--- src/rtl/input_debouncer.sv ---
// Two-flop synchroniser followed by a four-state debounce FSM that commits a new level
// only after STABLE_CYCLES matching samples, with rise/fall pulses and a glitch counter.
module input_debouncer #(
  parameter int STABLE_CYCLES = 4,
  parameter int GLITCH_W      = 8
) (
  input  logic                clk,
  input  logic                reset,
  input  logic                a_raw,
  output logic                a_clean,
  output logic                rise,
  output logic                fall,
  output logic [GLITCH_W-1:0] glitch_cnt
);

  localparam int CW = $clog2(STABLE_CYCLES + 1);
  localparam logic [CW-1:0] CNT_LAST = CW'(STABLE_CYCLES - 1);
  localparam logic [CW-1:0] CNT_ONE  = CW'(1);
  localparam logic [GLITCH_W-1:0] GLITCH_ONE = GLITCH_W'(1);

  typedef enum logic [1:0] {
    LOW       = 2'd0,
    WAIT_HIGH = 2'd1,
    HIGH      = 2'd2,
    WAIT_LOW  = 2'd3
  } state_t;

  logic [1:0]          sync_reg;
  logic                s;
  state_t              state_reg, state_next;
  logic [CW-1:0]       cnt_reg, cnt_next;
  logic [GLITCH_W-1:0] glitch_reg, glitch_next;
  logic                rise_reg, rise_next;
  logic                fall_reg, fall_next;
  logic                a_clean_reg, a_clean_next;
  logic                glitch_inc;

  assign s = sync_reg[1];

  always_ff @(posedge clk) begin
    if (!reset) begin
      sync_reg    <= 2'b00;
      state_reg   <= LOW;
      cnt_reg     <= '0;
      glitch_reg  <= '0;
      rise_reg    <= 1'b0;
      fall_reg    <= 1'b0;
      a_clean_reg <= 1'b0;
    end else begin
      sync_reg    <= {sync_reg[0], a_raw};
      state_reg   <= state_next;
      cnt_reg     <= cnt_next;
      glitch_reg  <= glitch_next;
      rise_reg    <= rise_next;
      fall_reg    <= fall_next;
      a_clean_reg <= a_clean_next;
    end
  end

  always_comb begin
    state_next = state_reg;
    cnt_next   = cnt_reg;
    rise_next  = 1'b0;
    fall_next  = 1'b0;
    glitch_inc = 1'b0;
    case (state_reg)
      LOW: begin
        if (s) begin
          state_next = WAIT_HIGH;
          cnt_next   = CNT_ONE;
        end
      end
      WAIT_HIGH: begin
        if (!s) begin
          state_next = LOW;
          cnt_next   = '0;
          glitch_inc = 1'b1;
        end else if (cnt_reg == CNT_LAST) begin
          state_next = HIGH;
          cnt_next   = '0;
          rise_next  = 1'b1;
        end else begin
          cnt_next = cnt_reg + CNT_ONE;
        end
      end
      HIGH: begin
        if (!s) begin
          state_next = WAIT_LOW;
          cnt_next   = CNT_ONE;
        end
      end
      WAIT_LOW: begin
        if (s) begin
          state_next = HIGH;
          cnt_next   = '0;
          glitch_inc = 1'b1;
        end else if (cnt_reg == CNT_LAST) begin
          state_next = LOW;
          cnt_next   = '0;
          fall_next  = 1'b1;
        end else begin
          cnt_next = cnt_reg + CNT_ONE;
        end
      end
      default: begin
        state_next = LOW;
        cnt_next   = '0;
      end
    endcase

    // Saturate rather than wrap so a long bounce history stays visibly "many".
    glitch_next = glitch_reg;
    if (glitch_inc && (glitch_reg != '1))
      glitch_next = glitch_reg + GLITCH_ONE;

    a_clean_next = (state_next == HIGH) || (state_next == WAIT_LOW);
  end

  assign a_clean    = a_clean_reg;
  assign rise       = rise_reg;
  assign fall       = fall_reg;
  assign glitch_cnt = glitch_reg;

endmodule

--- config.mk ---
export PLATFORM = sky130hd
export DESIGN_NAME = input_debouncer
export DESIGN_NICKNAME = d
export VERILOG_FILES = /design/src/rtl/input_debouncer.sv
export SDC_FILE = /design/constraint.sdc
export NUM_CORES = 1
export LEC_CHECK = 0
export ABC_CLOCK_PERIOD_IN_PS = 3790
export CAP_MARGIN = 10
export CORE_AREA = 2 2 44 46
export DETAILED_ROUTE_END_ITERATION = 8
export DIE_AREA = 0 0 46 48
export PLACE_DENSITY = 0.71
export SLEW_MARGIN = 20
export SYNTH_ARGS = -nofsm -noshare
export SYNTH_HDL_FRONTEND = slang
export SYNTH_SLANG_ARGS = --single-unit
--- constraint.sdc ---
create_clock -name clk -period 3.79 [get_ports clk]
set_clock_uncertainty 0.2 [all_clocks]
set_input_delay 0.379 -clock clk [delete_from_list [all_inputs] [get_ports clk]]
set_output_delay 0.379 -clock clk [all_outputs]
set_load 0.03 [all_outputs]
==> results.tsv, run 1 <==
stage	metric	value	unit
cells_and_area	nNetsFinal	105	
worst_setup_path	end_kind	output pin	
routing	vias	650	
clock_tree	cts_tree	done	
global_routing	grt_overflow	0	
routing	via_per_inst	5.60	
clock_tree	htreeDepth	1	
worst_setup_path	startpoint	glitch_cnt[3]$_SDFFE_PN0P_	
cells_and_area	area_delta_synth_final	18.5	%
synthesis	synth.area.top_cells	dfxtp_1, nand2_1, nor2_1	
global_routing	grt_pass1_vias	543	
worst_setup_path	crit_buf_inv	1	
synthesis	async_reset_ff_frac	0	
clock_tree	cts.clk_slew.worst_paths	0.10	ns
clock_tree	clock_sinks	17	
routing	finalWirelength	1.45	mm
synthesis	synth_nets	91	
worst_setup_path	cp_data_arrival_time	1.50	ns
clock_tree	clockBufferDepth	2	
synthesis	synthFlopType	dfxtp_1	
sta	min_period	2.08	ns
worst_setup_path	cp.required	3.21	ns
clock_tree	root_buffer	clkbuf_4	
global_routing	grt_pass1_wl	2.28	mm
die	die_x	46	um
synthesis	synthCells	86	
worst_setup_path	critPathMaxStageDelay	0.73	ns
synthesis	synth_seq_cells	17	
die	rows	15	
worst_setup_path	r2r_slack	2.04	ns
sta	finalCritPeriodShare	0.549	
routing	wire_per_inst	12.5	um
routing	drt_first_pass_iters	4	
sta	timing.slew.headroom	0.544	
synthesis	synth-edff-count	0	
global_routing	grt_max_degree	13	
routing	drc_errors	0	
worst_setup_path	crit_type	reg -> out	
sta	grt_setup_unrepaired	no	
clock_tree	clock_latency	0.29	ns
die	core	1690	um2
synthesis	yosysTopAreaCellShare	0.430	
sta	fin_tns_setup	0	ns
flow_run	cap_violations	0	
cells_and_area	fin_util	0.555	
synthesis	synthesis.area	791	um2
worst_setup_path	critPathSlowestCell	clkdlybuf4s50_1	
power	p_leak	0.350	nW
cells_and_area	drive_gt1_frac	0.121	
sta	hold_viol	0	
cells_and_area	postLayoutCellArea	937	um2
worst_setup_path	timing.rr.end	glitch_cnt[0]$_SDFFE_PN0P_	
sta	max_clock_freq	0.480	GHz
sta	maxSlewViolCount	0	
die	dieArea	2210	um2
worst_setup_path	startpoint_type	flop	
hold_path	hold_path_class	reg -> reg	
synthesis	synth_cell_types	33	
cells_and_area	largest_reg_flops	8	
place	port-buffer-count	13	
synthesis	yosysSeqAreaShare	0.430	
die	fp.dieH	48	um
worst_setup_path	critical_path.max_fanout	9	
clock_tree	cts_buffers	3	
synthesis	ys_warn_count	0	
place	gp_congestion	0.793	
clock_tree	cts_hold_buf	0	
sta	tightest_slew	0.684	ns
global_routing	grtUsageTotal	0.152	
worst_setup_path	critPathCapture	glitch_cnt[3]	
sta	fin_hold_ws	0.246	ns
worst_setup_path	r2r-start	state_reg[1]$_SDFF_PN0_	
die	io_pins	14	
status	status	completed	
global_routing	antenna_found_initial	0	
worst_setup_path	cp_num_cells	1	
place	dpl.hpwl	1.01	mm
power	power_density	312	nW/um2
worst_setup_path	path_cells	clkdlybuf4s50_1	
power	finalPower	0.000293	W
routing	ant_nets	0	
routing	drt_iter0_drc	21	
power	vdd_drop_max	0.179	mV
worst_setup_path	r2r_cells	4	
place	placed_area	911	um2
synthesis	syn_area_per_cell	9.19	um2
synthesis	yosys.area.top_type	dfxtp_1	
clock_tree	postCtsSetupBuffers	0	
sta	setup_violations	0	
hold_path	holdPathStages	1	
worst_setup_path	cp_top_family	buffers and inverters	
clock_tree	cts-resized-gates	0	
cells_and_area	diodes	0	
die	start_util	0.468	
## Yosys cell counts (3+ instances only)
| cell | number |
|---|---|
| o21ai_0 | 6 |
| nor2_1 | 9 |
| dfxtp_1 | 17 |
| inv_1 | 3 |
| nand2_1 | 11 |
| nand3_1 | 4 |
## layer usage
metal / GRT usage / vias up / share of wire
li1: - / 326 / -
met1: 0.200 / 305 / 0.51
met2: 0.219 / 14 / 0.42
met3: 0.0377 / 5 / 0.037
met4: 0.103 / 0 / 0.027
met5: 0 / - / 0
## cells in the final DEF (no fill, tap or decap)
cell and n:
xor2_2 1, dfxtp_1 17, and2_1 2, nand4_2 1, a31oi_1 2, nor2b_1 2, nand4_1 2, inv_1 3
nor3b_1 2, ha_1 2, nand3b_1 1, and3_1 1, a21oi_2 1, nor4_2 2, xor2_1 1, clkbuf_4 3
clkdlybuf4s50_1 13, nor2_1 9, and2b_1 1, mux2i_1 1, nor3_4 1, o21ai_0 6, nand3_1 4, nand2_1 11
a21oi_1 1, a211oi_1 2, and3_2 1, o211a_1 1, and4_1 1, a21o_1 1, clkbuf_1 1, a211o_2 1
nor3_2 1
## worst min-delay path by stage
stage / startpoint / slack (ns) / endpoint
final: sync_reg[0]$_SDFF_PN0_ / 0.25 / sync_reg[1]$_SDFF_PN0_
after global routing: sync_reg[0]$_SDFF_PN0_ / 0.26 / sync_reg[1]$_SDFF_PN0_
after CTS: sync_reg[0]$_SDFF_PN0_ / 0.25 / sync_reg[1]$_SDFF_PN0_
after detailed placement: sync_reg[0]$_SDFF_PN0_ / 0.23 / sync_reg[1]$_SDFF_PN0_
after global placement: sync_reg[0]$_SDFF_PN0_ / 0.22 / sync_reg[1]$_SDFF_PN0_
after floorplan: sync_reg[0]$_SDFF_PN0_ / 0.21 / sync_reg[1]$_SDFF_PN0_
## area by class of cell
class	instances	area (um2)
clock buffer	4	26.3
fill	153	752
inverter	3	11.3
multi-input combinational	62	408
sequential	17	340
tap	17	21.3
timing repair buffer	13	130
## stage by stage
| step | setup WS [ns] | std cells |
|---|---|---|
| final | 1.71 | 116 |
| after CTS | 1.71 | 116 |
| after floorplan | 2.05 | 86 |
| after global placement | 2.04 | 112 |
| after detailed placement | 2.01 | 112 |
| after global routing | 1.64 | 116 |
## where the power goes
part	leakage, nW	internal, W	switching [W]	total, W
Clock	0.0150	0.0000409	0.0000557	0.0000966
Combinational	0.198	0.00000518	0.00000755	0.0000127
Sequential	0.138	0.000181	0.00000251	0.000183
Total	0.350	0.000227	0.0000658	0.000293
## kinds of logic after synthesis
logic type                 count (synthesis)  synth area share
AOI/OAI and AO/OA                         15             0.125
DFF                                       17             0.430
xor gates and xnor gates                   2            0.0317
and+or+nand+nor                           42             0.315
muxes                                      1            0.0127
adders and majority gates                  2            0.0316
buffers and inverters                      7            0.0538
No activity file was read; power rests on OpenSTA's default activity.
==> inputs of run 2 (changes only) <==
--- a/config.mk
+++ b/config.mk
@@ -5,11 +5,11 @@
 export SDC_FILE = /design/constraint.sdc
 export NUM_CORES = 1
 export LEC_CHECK = 0
-export ABC_CLOCK_PERIOD_IN_PS = 3790
+export ABC_CLOCK_PERIOD_IN_PS = 1700
 export CAP_MARGIN = 10
-export CORE_AREA = 2 2 44 46
+export CORE_AREA = 2 2 45 47
 export DETAILED_ROUTE_END_ITERATION = 8
-export DIE_AREA = 0 0 46 48
+export DIE_AREA = 0 0 47 49
 export PLACE_DENSITY = 0.71
 export SLEW_MARGIN = 20
 export SYNTH_ARGS = -nofsm -noshare
==> constraint.sdc (replaced) <==
create_clock -name clk -period 1.7 [get_ports clk]
set_clock_uncertainty 0.2 [all_clocks]
set_input_delay 0.17 -clock clk [delete_from_list [all_inputs] [get_ports clk]]
set_output_delay 0.17 -clock clk [all_outputs]
set_load 0.03 [all_outputs]
==> results.tsv, run 2 (same netlist as run 1, synthesis figures left out) <==
stage	metric	value	unit
status	status	completed	
routing	wire_per_inst	11.3	um
cells_and_area	largest_reg_flops	8	
cells_and_area	diodes	0	
place	dp_worst_setup_slack	0.0877	ns
global_routing	grt_max_degree	13	
worst_setup_path	crit_type	reg -> reg	
die	rows	16	
routing	vias	664	
sta	min_period	1.63	ns
cells_and_area	area_delta_synth_final	26.1	%
die	core	1840	um2
clock_tree	postCtsSetupBuffers	0	
sta	finalCritPeriodShare	0.959	
cells_and_area	nFillCells	195	
worst_setup_path	startpoint_type	flop	
global_routing	grt_pass1_wl	2.60	mm
worst_setup_path	cp_data_arrival_time	1.59	ns
clock_tree	clock_latency	0.28	ns
cells_and_area	regArea	343	um2
power	power_density	658	nW/um2
worst_setup_path	critical_path.max_fanout	5	
power	vdd_drop_max	0.388	mV
cells_and_area	final_common_cell	dfxtp_1	
sta	maxSlewViolCount	0	
worst_setup_path	critPathSlowestCell	dfxtp_1	
sta	final.setup.worst_slack	0.0699	ns
cells_and_area	multi_input_area	419	um2
place	dpl.hpwl	1.11	mm
power	switching_power	0.000145	W
clock_tree	cts_tree	done	
sta	max_clock_freq	0.613	GHz
clock_tree	clockBufferDepth	2	
power	finalPower	0.000656	W
clock_tree	cts_buffers	3	
global_routing	grtUsageTotal	0.150	
place	gp_congestion	0.834	
die	start_util	0.429	
worst_setup_path	cp.required	1.66	ns
place	port-buffer-count	13	
routing	finalWirelength	1.49	mm
routing	drc_errors	0	
cells_and_area	fin_util	0.541	
flow_run	cap_violations	0	
power	p_leak	0.423	nW
sta	fin_hold_ws	0.241	ns
clock_tree	clock_sinks	17	
clock_tree	cts.clk_slew.worst_paths	0.10	ns
worst_setup_path	path_cells	ha_2, and4_1, a211o_2, xor2_1, nor2_1	
power	internal_power	0.000511	W
power	power_switching_share	0.222	
worst_setup_path	crit_buf_inv	0	
routing	via_per_inst	5.03	
sta	tightest_slew	0.300	ns
sta	fin_tns_setup	0	ns
die	io_pins	14	
routing	ant_nets	0	
die	dieArea	2300	um2
hold_path	hold_path_class	reg -> reg	
die	die_x	47	um
worst_setup_path	cp_top_family	flip-flops	
routing	drt_first_pass_iters	4	
global_routing	grt_overflow	0	
global_routing	antenna_found_initial	0	
cells_and_area	nNetsFinal	111	
clock_tree	root_buffer	clkbuf_4	
clock_tree	cts_hold_buf	0	
sta	hold_viol	0	
sta	setup_violations	0	
routing	drt_iter0_drc	10	
power	clkPwrFrac	0.324	
cells_and_area	mostFrequentLayoutCells	dfxtp_1, nand2_1, nor2_1, dlygate4sd2_1	
clock_tree	htreeDepth	1	
power	combPwrFrac	0.054	
global_routing	grt_pass1_vias	591	
worst_setup_path	end_kind	flop	
power	p_seq_frac	0.622	
sta	timing.slew.headroom	0.800	
worst_setup_path	critPathMaxStageDelay	0.36	ns
sta	grt_setup_unrepaired	no	
die	fp.dieH	49	um
cells_and_area	drive_gt1_frac	0.200	
## run 2: cell types whose count changed in the layout (fill, tap and decap cells not counted), moves of 2 or more
| cell | before | now |
|---|---|---|
| dfxtp_1 | 17 | 15 |
| dfxtp_2 | 0 | 2 |
| clkdlybuf4s50_1 | 13 | 4 |
| buf_4 | 0 | 6 |
| dlygate4sd2_1 | 0 | 9 |
## run 2: power by group through the flow
stage	logic, W	registers, W	clock network, W
6_report	0.0000357	0.000408	0.000212
5_1_grt	0.0000396	0.000409	0.000241
3_5_place_dp	0.0000364	0.000417	0
2_1_floorplan	0.0000206	0.000418	0
3_3_place_gp	0.0000361	0.000417	0
4_1_cts	0.0000359	0.000408	0.000220
## run 2: metal layers
metal | vias up | wire, um | GRT usage
met5 | - | 0 | 0
met4 | 0 | 19 | 0.0556
met3 | 2 | 65 | 0.0222
met2 | 22 | 698 | 0.215
met1 | 301 | 709 | 0.222
li1 | 339 | - | -
## run 2: final timing paths
check / from / to / slack [ns] / cells past startpoint
setup / recovery: glitch_cnt[1]$_SDFFE_PN0P_ / glitch_cnt[0]$_SDFFE_PN0P_ / 0.07 / 5
hold / removal: sync_reg[0]$_SDFF_PN0_ / sync_reg[1]$_SDFF_PN0_ / 0.24 / 1
setup reg to reg: glitch_cnt[1]$_SDFFE_PN0P_ / glitch_cnt[0]$_SDFFE_PN0P_ / 0.07 / 5
hold reg to reg: sync_reg[0]$_SDFF_PN0_ / sync_reg[1]$_SDFF_PN0_ / 0.24 / 1
## run 2: per-stage QoR
stage,std cells,area [um2]
final,132,997
after CTS,132,987
after detailed placement,128,972
after global routing,132,997
after floorplan,86,795
after global placement,128,972
## run 2: cell type report
class	count	share of cell area
repair buffers	19	0.164
well taps	27	0.0339
inverters	3	0.0113
multi-input cells	62	0.420
clock buffers	4	0.0263
flip-flops and latches	17	0.344
## run 2: timing repair
item                                    4_1_cts  5_1_grt
endpoints found under the setup margin        9        2
resized for setup                             9        2
endpoints found under the hold margin         0        0
